[src/rtl/scan_display_if.sv]
// Value/strobe bus between the counter side and the scanned 7-segment driver.
interface scan_display_if;
  logic [7:0]  value;
  logic        value_valid;
  logic        blank_lz;
  logic        hex_mode;
  logic        busy;
  logic [11:0] bcd;
  logic [6:0]  seg;
  logic [2:0]  dig;

  modport master (output value, value_valid, blank_lz, hex_mode,
                  input  busy, bcd, seg, dig);
  modport slave  (input  value, value_valid, blank_lz, hex_mode,
                  output busy, bcd, seg, dig);
endinterface

[src/rtl/scan_display_driver.sv]
// 8-bit binary -> 3-digit BCD (shift-add-3) with a prescaled, multiplexed 7-seg scan.
// Optional macro SCAN_HEX_EN: hex_mode bypasses conversion and A-F glyphs decode.
module scan_display_driver #(
  parameter int SCAN_DIV       = 50000,
  parameter int SEG_ACTIVE_LOW = 1
) (
  input logic           clk,
  input logic           clr,
  scan_display_if.slave bus
);
  typedef enum logic [1:0] {IDLE, CONV, LOAD} state_t;

  localparam int       PW      = (SCAN_DIV > 1) ? $clog2(SCAN_DIV) : 1;
  localparam bit       ACT_LOW = (SEG_ACTIVE_LOW != 0);
  localparam logic [6:0] SEG_OFF = ACT_LOW ? 7'h7F : 7'h00;
  localparam logic [2:0] DIG_OFF = ACT_LOW ? 3'h7  : 3'h0;

  state_t      state, state_nxt;
  logic [7:0]  shift;
  logic [11:0] scratch, adj, bcd_r;
  logic [2:0]  iter;
  logic        hex_take;

`ifdef SCAN_HEX_EN
  assign hex_take = bus.hex_mode;
`else
  logic unused_hex;
  assign hex_take   = 1'b0;
  assign unused_hex = bus.hex_mode;
`endif

  function automatic logic [6:0] decode(input logic [3:0] n);
    case (n)
      4'h0: decode = 7'h3F;  4'h1: decode = 7'h06;
      4'h2: decode = 7'h5B;  4'h3: decode = 7'h4F;
      4'h4: decode = 7'h66;  4'h5: decode = 7'h6D;
      4'h6: decode = 7'h7D;  4'h7: decode = 7'h07;
      4'h8: decode = 7'h7F;  4'h9: decode = 7'h6F;
`ifdef SCAN_HEX_EN
      4'hA: decode = 7'h77;  4'hB: decode = 7'h7C;
      4'hC: decode = 7'h39;  4'hD: decode = 7'h5E;
      4'hE: decode = 7'h79;  4'hF: decode = 7'h71;
`endif
      default: decode = 7'h00;
    endcase
  endfunction

  always_ff @(posedge clk) begin
    if (clr) state <= IDLE;
    else     state <= state_nxt;
  end

  always_comb begin
    state_nxt = state;
    case (state)
      IDLE: if (bus.value_valid) state_nxt = hex_take ? LOAD : CONV;
      CONV: if (iter == 3'd7)    state_nxt = LOAD;
      LOAD: state_nxt = IDLE;
      default: state_nxt = IDLE;
    endcase
  end

  // Add-3 correction on every scratch nibble that would overflow after doubling
  always_comb begin
    for (int i = 0; i < 3; i++)
      adj[i*4 +: 4] = (scratch[i*4 +: 4] >= 4'd5) ? scratch[i*4 +: 4] + 4'd3
                                                  : scratch[i*4 +: 4];
  end

  always_ff @(posedge clk) begin
    if (clr) begin
      shift   <= '0;
      scratch <= '0;
      iter    <= '0;
      bcd_r   <= '0;
    end else begin
      case (state)
        IDLE: if (bus.value_valid) begin
          shift   <= bus.value;
          scratch <= hex_take ? {4'h0, bus.value} : 12'h000;
          iter    <= '0;
        end
        CONV: begin
          scratch <= {adj[10:0], shift[7]};
          shift   <= {shift[6:0], 1'b0};
          iter    <= iter + 3'd1;
        end
        LOAD: bcd_r <= scratch;
        default: ;
      endcase
    end
  end

  assign bus.busy = (state != IDLE);
  assign bus.bcd  = bcd_r;

  logic [PW-1:0] presc;
  logic [1:0]    idx;
  logic [3:0]    nib;
  logic          blank;
  logic [2:0]    onehot;
  logic [6:0]    seg_raw;

  always_ff @(posedge clk) begin
    if (clr) begin
      presc <= '0;
      idx   <= '0;
    end else if (presc == PW'(SCAN_DIV - 1)) begin
      presc <= '0;
      idx   <= (idx >= 2'd2) ? 2'd0 : idx + 2'd1;
    end else begin
      presc <= presc + 1'b1;
    end
  end

  // Unreachable index 3 falls into the default and displays the ones digit
  always_comb begin
    nib    = bcd_r[3:0];
    blank  = 1'b0;
    onehot = 3'b001;
    case (idx)
      2'd1: begin
        nib    = bcd_r[7:4];
        blank  = bus.blank_lz && (bcd_r[11:8] == 4'h0) && (bcd_r[7:4] == 4'h0);
        onehot = 3'b010;
      end
      2'd2: begin
        nib    = bcd_r[11:8];
        blank  = bus.blank_lz && (bcd_r[11:8] == 4'h0);
        onehot = 3'b100;
      end
      default: ;
    endcase
    seg_raw = blank ? 7'h00 : decode(nib);
  end

  always_ff @(posedge clk) begin
    if (clr) begin
      bus.seg <= SEG_OFF;
      bus.dig <= DIG_OFF;
    end else begin
      bus.seg <= ACT_LOW ? ~seg_raw : seg_raw;
      bus.dig <= ACT_LOW ? ~onehot  : onehot;
    end
  end
endmodule

[src/flat_wrapper.sv]
// flat-port wrapper written by rule: the top's interface ports become plain ports
module scan_display_driver_flat 
#(
  parameter int SCAN_DIV       = 50000,
  parameter int SEG_ACTIVE_LOW = 1
)
  (clk, clr, bus_value, bus_value_valid, bus_blank_lz, bus_hex_mode, bus_busy, bus_bcd, bus_seg, bus_dig);
  scan_display_if bus_i ();
  input logic clk;
  input logic clr;
  input wire logic [$bits(bus_i.value)-1:0] bus_value;
  input wire logic [$bits(bus_i.value_valid)-1:0] bus_value_valid;
  input wire logic [$bits(bus_i.blank_lz)-1:0] bus_blank_lz;
  input wire logic [$bits(bus_i.hex_mode)-1:0] bus_hex_mode;
  output wire logic [$bits(bus_i.busy)-1:0] bus_busy;
  output wire logic [$bits(bus_i.bcd)-1:0] bus_bcd;
  output wire logic [$bits(bus_i.seg)-1:0] bus_seg;
  output wire logic [$bits(bus_i.dig)-1:0] bus_dig;
  assign bus_i.value = bus_value;
  assign bus_i.value_valid = bus_value_valid;
  assign bus_i.blank_lz = bus_blank_lz;
  assign bus_i.hex_mode = bus_hex_mode;
  assign bus_busy = bus_i.busy;
  assign bus_bcd = bus_i.bcd;
  assign bus_seg = bus_i.seg;
  assign bus_dig = bus_i.dig;
  scan_display_driver #(.SCAN_DIV(SCAN_DIV), .SEG_ACTIVE_LOW(SEG_ACTIVE_LOW)) u_core (.clk(clk), .clr(clr), .bus(bus_i));
endmodule
[config.mk]
export PLATFORM = sky130hd
export DESIGN_NAME = scan_display_driver_flat
export DESIGN_NICKNAME = d
export VERILOG_FILES = /design/src/rtl/scan_display_if.sv /design/src/rtl/scan_display_driver.sv /design/src/flat_wrapper.sv
export SDC_FILE = /design/constraint.sdc
export NUM_CORES = 1
export LEC_CHECK = 0
export ABC_AREA = 1
export CAP_MARGIN = 20
export CORE_ASPECT_RATIO = 2
export CORE_MARGIN = 2
export CORE_UTILIZATION = 47
export DETAILED_ROUTE_END_ITERATION = 8
export PLACE_DENSITY = 0.69
export SYNTH_ARGS = -nofsm -noshare
export SYNTH_HDL_FRONTEND = slang
export SYNTH_SLANG_ARGS = --single-unit
[constraint.sdc]
create_clock -name clk -period 5.46 [get_ports clk]
set_input_delay 0.546 -clock clk [delete_from_list [all_inputs] [get_ports clk]]
set_output_delay 0.546 -clock clk [all_outputs]
set_load 0.01 [all_outputs]
==> impl_results.md, run 1 <==
* Largest net degree at the start of global routing at 25
* Port Buffer Count at 34
* Pwr Total at 0.00103 W
* Signal arrival time at the worst endpoint at 2630 ps
* Initial antenna violation count at 0
* RSZ-0062 raised after global routing: no
* Grt total ovfl at 0
* Clk Latency, worst-skew pair at 330 ps
* Clk pin slew, worst setup/hold paths at 50 ps
* Ranking of synthesized cells by area: dfxtp_1 (40%), nand2_1 (11%), ha_1 (7.0%)
* F_max at 412 MHz
* CTS sink count at 65
* Diode count at 0
* Area leader, netlist: dfxtp_1
* Critical Path Source: clr
* Final wirelength at 6.93 mm
* Status: finished clean
* Syn_nets at 469
* Yosys cell types at 33
* Maximum vdd drop at 165 uV
* Fraction of layout cells with a size suffix above 1 at 6.77%
* Yosys reg bits at 65
* Slew Limit Headroom at about two fifths
* Post-synth top area share at 40.3%
* Crit Reg-Reg Startpoint: u_core.idx[0]
* YS warnings at 0
* Synth Area per Inst at between 7 and 8 sq um
* Setup-failing EPs final at 0
* Post-CTS resize count at 0
* Final Critical Period at 2430 ps
* Root buffer cell: clkbuf_16
* Maxcap violations at 0
* Actual slew at the worst max-slew pin at roughly 880 ps
* Std cell rows at 42
* Mapped Cells at 438
* Setup Crit Path Kind: primary input to flop
* Clk buf depth at 2
* Total setup buffers inserted after CTS at 0
* Met1 usage at a little under a fifth
* Vias in the first global route at 2857
* Slowest cell on crit path: clkdlybuf4s50_1
* Hold Vio Cnt, Final at 0
* Gpl congestion at 0.804
* DP Worst Slack at 2680 ps
* R2R cell count at 10
* CTS Hold Bufs at 0
* Final worst setup slack at 3030 ps
* Detailed-route wire length per cell at roughly 12 microns
* Async SR Flop Fraction at 0%
* TNS Setup at 0 ps
* M2 GR Usage at a little under two fifths
* Most used standard cell by instance count after synthesis: nand2_1
* First-pass GRT wire length at 11.9 mm
* Chip Height at 121 microns
* FF-to-FF setup slack at 3260 ps
* RR Endpoint: u_core.bus.seg[3]
* Final #Nets at slightly above 500
* Post-route antenna net violation count at 0
* Placed inst area at between 0.003 and 0.004 sq mm
* Via density at between 5 and 6
* Die ar. at 0.00758 sq mm
* Critical-path cell list: clkdlybuf4s50_1 -> inv_1 -> nand2_4 -> a21oi_1
* Synth Cell Area at 0.00323 sq mm
* Grt peak-use layer: met2
* CTS tree: done
* DRC at 0
* Post-synthesis sequential area ratio at 40.3%
* All-Layer GR Usage at 20.1%
* Cts bufs inserted at 9
* Die Span X at 62.6 microns
* CP max FO at 24
* CP required at 5660 ps
* Post-layout util at 57.8%
* Hold path endpoint: u_core.scratch[9]
* Synth cell count leaders: nand2_1 (95), dfxtp_1 (65), inv_1 (47)
* Fin crit share at 44.5%
* Vias at approximately 2900
* Starting Density at 48.7%
* H-tree depth at 3
* Post-synth top flop: dfxtp_1
* DR iter-0 viols at 97
* Hold path cells at 2
* CP max stage delay at 1040 ps
* I/O pin cnt at 36
* Met3 Use GR at ~5%
* Hold Path Class: flop to flop
* CP Capture Type: flop
* Min-Delay Startpoint: u_core.scratch[9]
* P&R area growth vs syn at 18.7%
* Core Region at around 0.0066 sq mm
* Clock skew at approximately 6.4 ps
* Slew Limit Fails at 0
* Startpoint types: primary input
* Design Area, Final at between 0.003 and 0.004 sq mm
* Post-synth EDFFs at 0
* First-pass DRT Iterations at 4
* Detailed placer's ending HPWL at 5.13 mm
* PD cells at 269 mW/mm^2
* Static Leak at between 1.5 and 2 nW
cell families (layout without fill, tap and decap cells):
family                     after synthesis  after routing  share of synthesized area, %
adders and majority gates               18             18                          6.98
AOI/OAI and AO/OA                       77             77                          12.7
xor gates and xnor gates                 5              5                          1.36
DFF                                     65             65                          40.3
buffers and inverters                   62             97                          9.11
and+or+nand+nor                        211            211                          29.5
flip-flops by register name, summed over array words and instances (netlist names):
name	cells
u_core.scratch	12
u_core.presc	16
u_core.iter	3
u_core.idx	2
u_core.bus.dig	3
u_core.bus.bcd	12
u_core.shift	8
u_core.state	2
u_core.bus.seg	7
report_power, final:
group	leakage, nW	internal (W)	total (W)	switching [W]
combinational	0.916	0.0000238	0.0000553	0.0000316
sequential	0.530	0.000487	0.000494	0.00000675
clock	0.120	0.000294	0.000480	0.000186
total	1.57	0.000805	0.00103	0.000224
worst max path at each step:
| stage | slack [ps] | endpoint | depth (start not counted) |
|---|---|---|---|
| 3_3_place_gp | 2700 | u_core.presc[10] | 4 |
| 4_1_cts | 3030 | u_core.presc[9] | 4 |
| 5_1_grt | 2880 | u_core.presc[6] | 4 |
| 2_1_floorplan | 3430 | u_core.bus.seg[3] | 11 |
| 3_5_place_dp | 2680 | u_core.presc[9] | 4 |
| 6_report | 3030 | u_core.presc[14] | 4 |
layout by cell type (no fill, tap or decap), types with 9 or more instances in the layout:
master	instances
nand2_1	95
dfxtp_1	65
inv_1	47
nor2_1	43
nand3_1	42
a21oi_1	40
clkdlybuf4s50_1	34
o21ai_0	30
ha_1	18
nand4_1	10
clkbuf_16	9
per-layer routing:
metal,vias to the layer above,share of wire (%)
li1,1492,-
met1,1333,39
met2,44,55
met3,14,3.4
met4,0,2.6
met5,-,0
stage by stage:
stage | instances | hold slack, ps
final | 561 | 464
after global routing | 561 | 479
after global placement | 548 | 443
after floorplan | 438 | 429
after detailed placement | 549 | 457
after CTS | 561 | 465
critical path: cells and delay by family:
family / cells / cell delay [ps]
buffers and inverters: 2 / 1640
AOI/OAI and AO/OA: 1 / 70
and+or+nand+nor: 1 / 360
final cells by class:
| cell class | count | area [sq um] |
|---|---|---|
| fill | 654 | 2790 |
| multi-input combinational | 311 | 1630 |
| sequential | 65 | 1300 |
| timing repair buffer | 35 | 352 |
| clock buffer | 10 | 229 |
| inverter | 50 | 195 |
| tap | 88 | 110 |
| clock inverter | 2 | 10.0 |
(Power assumes the default switching activity.)
==> inputs of run 2 (changes only) <==
--- a/config.mk
+++ b/config.mk
@@ -11,7 +11,7 @@
 export CORE_MARGIN = 2
 export CORE_UTILIZATION = 47
 export DETAILED_ROUTE_END_ITERATION = 8
-export PLACE_DENSITY = 0.69
+export PLACE_DENSITY = 0.71
 export SYNTH_ARGS = -nofsm -noshare
 export SYNTH_HDL_FRONTEND = slang
 export SYNTH_SLANG_ARGS = --single-unit
==> constraint.sdc (replaced) <==
create_clock -name clk -period 2.1 [get_ports clk]
set_input_delay 0.21 -clock clk [delete_from_list [all_inputs] [get_ports clk]]
set_output_delay 0.21 -clock clk [all_outputs]
set_load 0.01 [all_outputs]
==> run 2 against run 1 <==
Via count barely moved. Global-route usage fell by 0.27 points. Register-to-register slack lost 3100 ps. Clock skew is essentially flat. Clock power rose to 2.6 times the previous value. Cell area rose by 1.4%. Highest routed layer unchanged. Cell count increased by 1.4%. Sequential share of layout area decreased by 0.47 points.
==> impl_results.md, run 2 (synthesis gave the netlist of run 1 again) <==
* Status: finished clean
* PD cells at 695 mW/mm^2
* RSZ-0062 raised after global routing: no
* Detailed-route wire length per cell at 12.0 microns
* Vias in the first global route at 2735
* Vias at 2881
* Final #Nets at 509
* CP Capture Type: flop
* Grt total ovfl at 0
* Reg with most FFs: u_core.presc
* Max reg flops at 16
* TNS Setup at 0 ps
* Startpoint types: flop
* Die Span X at around 63 microns
* Slew Limit Headroom at 51.0%
* First-pass GRT wire length at 11.8 mm
* FF+latch area at 0.00130 sq mm
* I/O pin cnt at 36
* Cts bufs inserted at 9
* All-Layer GR Usage at 19.8%
* Clk buf depth at 2
* Actual slew at the worst max-slew pin at between 700 and 800 ps
* Critical Path Source: u_core.idx[0]
* Fraction of layout cells with a size suffix above 1 at a little under 8%
* H-tree depth at 3
* Largest net degree at the start of global routing at 21
* Port Buffer Count at 34
* Hold Slack at about 460 ps
* CTS tree: done
* First-pass DRT Iterations at 4
* Commonest non-fill, non-tap cells in the layout: nand2_1 (94), dfxtp_1 (65), inv_1 (47)
* Detailed placer's ending HPWL at 5.17 mm
* Static Leak at 1.59 nW
* Die ar. at 0.00758 sq mm
* Via density at 5.06
* Post-route antenna net violation count at 0
* Fin cells at 569
* Post-layout util at 58.6%
* Fill count at 657
* Setup-failing EPs final at 0
* Setup Crit Path Kind: flop to flop
* DRC at 0
* Signal arrival time at the worst endpoint at 2150 ps
* F_max at 515 MHz
* CP max stage delay at 370 ps
* Chip Height at 121 microns
* Hold Vio Cnt, Final at 0
* Root buffer cell: clkbuf_16
* Final Critical Period at 1940 ps
* CP required at 2310 ps
* CTS sink count at 65
* CP max FO at 4
* Gpl congestion at just over 0.8
* Starting Density at 48.7%
* Diode count at 0
* Crit Reg-Reg Startpoint: u_core.idx[0]
* Commonest non-fill, non-tap cell in the layout: nand2_1
* Total setup buffers inserted after CTS at 0
* Core Region at 0.00662 sq mm
* Clock skew at 6.71 ps
* Placed Cells at 555
* Initial antenna violation count at 0
* Clk Latency, worst-skew pair at 330 ps
* Slew Limit Fails at 0
* P&R area growth vs syn at 20.3%
* Multi-input gate area at between 0.0015 and 0.002 sq mm
* Clk pin slew, worst setup/hold paths at 50 ps
* Std cell rows at 42
* Slowest cell on crit path: dfxtp_1
* Fin crit share at 92.5%
* Maximum vdd drop at 565 uV
* Final wirelength at 6.81 mm
* Hold Path Class: flop to flop
* Critical-path cell list: inv_1 -> ha_1 -> or2_2 -> nand2_1 -> inv_1 -> ha_1 -> inv_1 -> nand3_1 -> nand3_1 -> nand3_1
* Min-Delay Startpoint: u_core.scratch[11]
* DR iter-0 viols at 159
* Maxcap violations at 0
[run 2: cell types whose count changed in the layout (fill, tap and decap cells not counted), sizes merged]
| cell | delta |
|---|---|
| clkbuf | +3 |
| clkinv | -1 |
| buf | +6 |
[run 2: per-layer routing]
metal | routed length [microns] | share of wire [%] | global-route usage [%]
met1 | 2610 | 38 | 20.1
met2 | 3800 | 56 | 36.8
met3 | 250 | 3.7 | 4.55
met4 | 153 | 2.2 | 10.8
met5 | 0 | 0 | 0
[run 2: metrics by stage]
stage	total power (W)	area [sq um]	worst slack, ps
floorplan	0.00140	3230	70.1
CTS	0.00273	3880	129
global route	0.00279	3880	36.4
global placement	0.00146	3620	203
finish	0.00270	3880	157
detailed placement	0.00146	3630	146
[run 2: timing repair]
action | CTS | global route
gates resized for setup | 0 | 1
hold buffers | 0 | 0
endpoints found under the setup margin | 0 | 1
[run 2: area by class of cell]
type	count	share of cell area [%]
multi-input combinational	311	42.1
tap	88	2.84
timing repair buffer	41	10.2
inverter	50	5.03
clock inverter	1	0.129
sequential	65	33.5
clock buffer	13	6.19
[run 2: path summary, 6_finish.rpt]
| check | end | slack [ps] | depth (start not counted) |
|---|---|---|---|
| hold / removal | u_core.scratch[11] | 460 | 2 |
| hold reg to reg | u_core.scratch[11] | 460 | 2 |
| setup reg to reg | u_core.bus.seg[3] | 160 | 10 |
| setup / recovery | u_core.bus.seg[3] | 160 | 10 |
[run 2: where the power goes]
group          internal, W  switching, W
Combinational    0.0000670     0.0000824
Clock             0.000782      0.000480
Sequential         0.00127     0.0000183
[run 2: critical path, delay by kind of cell, from the launching register on]
family                     cells  cell delay [ps]
buffers and inverters          3              200
and+or+nand+nor                5              640
adders and majority gates      2              610
DFF                            1              370
==> inputs of run 3 (changes only) <==
--- a/config.mk
+++ b/config.mk
@@ -11,7 +11,8 @@
 export CORE_MARGIN = 2
 export CORE_UTILIZATION = 47
 export DETAILED_ROUTE_END_ITERATION = 8
-export PLACE_DENSITY = 0.71
+export DONT_BUFFER_PORTS = 1
+export PLACE_DENSITY = 0.62
 export SYNTH_ARGS = -nofsm -noshare
 export SYNTH_HDL_FRONTEND = slang
 export SYNTH_SLANG_ARGS = --single-unit
==> run 3 against run 2 <==
Combinational power down 28%. Core utilization decreased by 3.6 points. Count of clock-buffer cells in the layout decreased by 2. First-iteration DRC count fell by 14%. Fmax increased by 0.12%. Critical path type unchanged.
==> impl_results.md, run 3 (synthesis gave the netlist of run 1 again) <==
* Maxcap violations at 0
* CP max stage delay at 390 ps
* CTS tree: done
* Startpoint types: flop
* Critical-path cell list: inv_1 -> ha_1 -> buf_4 -> nand3_1 -> nand2_1 -> ha_1 -> inv_1 -> nand3_1 -> nand3_1 -> nand3_1
* Final wirelength at 6.86 mm
* Status: finished clean
* Grt total ovfl at 0
* I/O pin cnt at 36
* DR iter-0 viols at 136
* Slowest cell on crit path: dfxtp_1
* Largest net degree at the start of global routing at 20
* Hold Vio Cnt, Final at 0
* Fin crit share at 92.4%
* Hold Path Class: primary input to flop
* Slew Limit Headroom at 50.2%
* Actual slew at the worst max-slew pin at 745 ps
* Die Span X at approximately 63 microns
* TNS Setup at 0 ps
* Via density at 5.05
* Setup-failing EPs final at 0
* Cell count along the critical path at 10
* Static Leak at 1.51 nW
* R2R cell count at 10
* Maximum vdd drop at approximately 760 uV
* CP Capture Type: flop
* Root buffer cell: clkbuf_16
* Clock skew at 5.83 ps
* All-Layer GR Usage at 19.8%
* Die ar. at 0.00758 sq mm
* Final #Nets at between 400 and 500
* Cts bufs inserted at 9
* Pwr Total at slightly above 0.003 W
* Initial antenna violation count at 0
* F_max at 515 MHz
* Hold path cells at 2
* Vias in the first global route at 2696
* PD cells at 851 mW/mm^2
* Detailed placer's ending HPWL at just over 5 mm
* Crit-path most repeated cell: nand3_1
* Commonest non-fill, non-tap cells in the layout: nand2_1 (95), dfxtp_1 (65), inv_1 (47)
* P&R area growth vs syn at 12.9%
* Vias at ~2700
* First-pass DRT Iterations at 4
* Diode count at 0
* Clk Latency, worst-skew pair at between 300 and 400 ps
* RSZ-0062 raised after global routing: no
* Core Region at 0.00662 sq mm
* Signal arrival time at the worst endpoint at 2150 ps
* CP bufs+invs at 3
* CTS sink count at 65
* Starting Density at 48.7%
* Reg with most FFs: u_core.presc
* Max reg flops at 16
* Detailed-route wire length per cell at about 13 microns
* Clk pin slew, worst setup/hold paths at 50 ps
* Setup Crit Path Kind: flop to flop
* Clk buf depth at 2
* H-tree depth at 3
* Slew Limit Fails at 0
* Gpl congestion at 0.810
* CP top delay family: adder cells
* Port Buffer Count at 0
* Post-route antenna net violation count at 0
* Fraction of layout cells with a size suffix above 1 at 9.13%
* First-pass GRT wire length at 11.7 mm
* CP max FO at 7
* Std cell rows at 42
* DRC at 0
* Commonest non-fill, non-tap cell in the layout: nand2_1
* Final Critical Period at 1940 ps
* Post-CTS resize count at 0
* Chip Height at 121 microns
* CP required at 2310 ps
## run 3: cell type report
class                      count  area (sq um)
timing repair buffer           7          58.8
multi-input combinational    311          1630
sequential                    65          1300
clock inverter                 5           103
fill                         651          2980
tap                           88           110
inverter                      50           195
clock buffer                  11           243
## run 3: report_power, final
group | internal (W) | switching, W
logic | 0.0000357 | 0.0000715
clock network | 0.00119 | 0.000515
registers | 0.00127 | 0.0000234
total | 0.00249 | 0.000610
## run 3: stage by stage
step / cells / setup slack [ps] / hold slack [ps] / area [sq um] / utilization, %
after floorplan: 438 / 70.1 / 353 / 3230 / -
after global placement: 519 / 212 / 285 / 3280 / 49.5
after detailed placement: 520 / 166 / 287 / 3290 / 49.6
after CTS: 537 / 155 / 11.7 / 3640 / 55.0
after global routing: 537 / 12.7 / 15.0 / 3640 / 55.0
final: 537 / 160 / 21.5 / 3640 / 55.0
## run 3: repair_timing
action / CTS / global route
buffers inserted: 0 / 0
hold endpoints to repair: 19 / 0
hold buffers: 1 / 0
## run 3: layer usage
layer  up-vias  track usage, %  wire (microns)
met5         -               0               0
met1      1222            18.2            2590
met2        40            37.9            3770
li1       1439               -               -
met4         0            9.17             135
met3        10            6.86             363
## run 3: final timing paths
| check | start | end | slack (ps) |
|---|---|---|---|
| worst max-delay path | u_core.idx[0] | u_core.bus.seg[3] | 160 |
| worst min-delay path | bus_value[0] | u_core.shift[0] | 20 |
| worst max register to register | u_core.idx[0] | u_core.bus.seg[3] | 160 |
| worst min register to register | u_core.scratch[5] | u_core.scratch[5] | 460 |
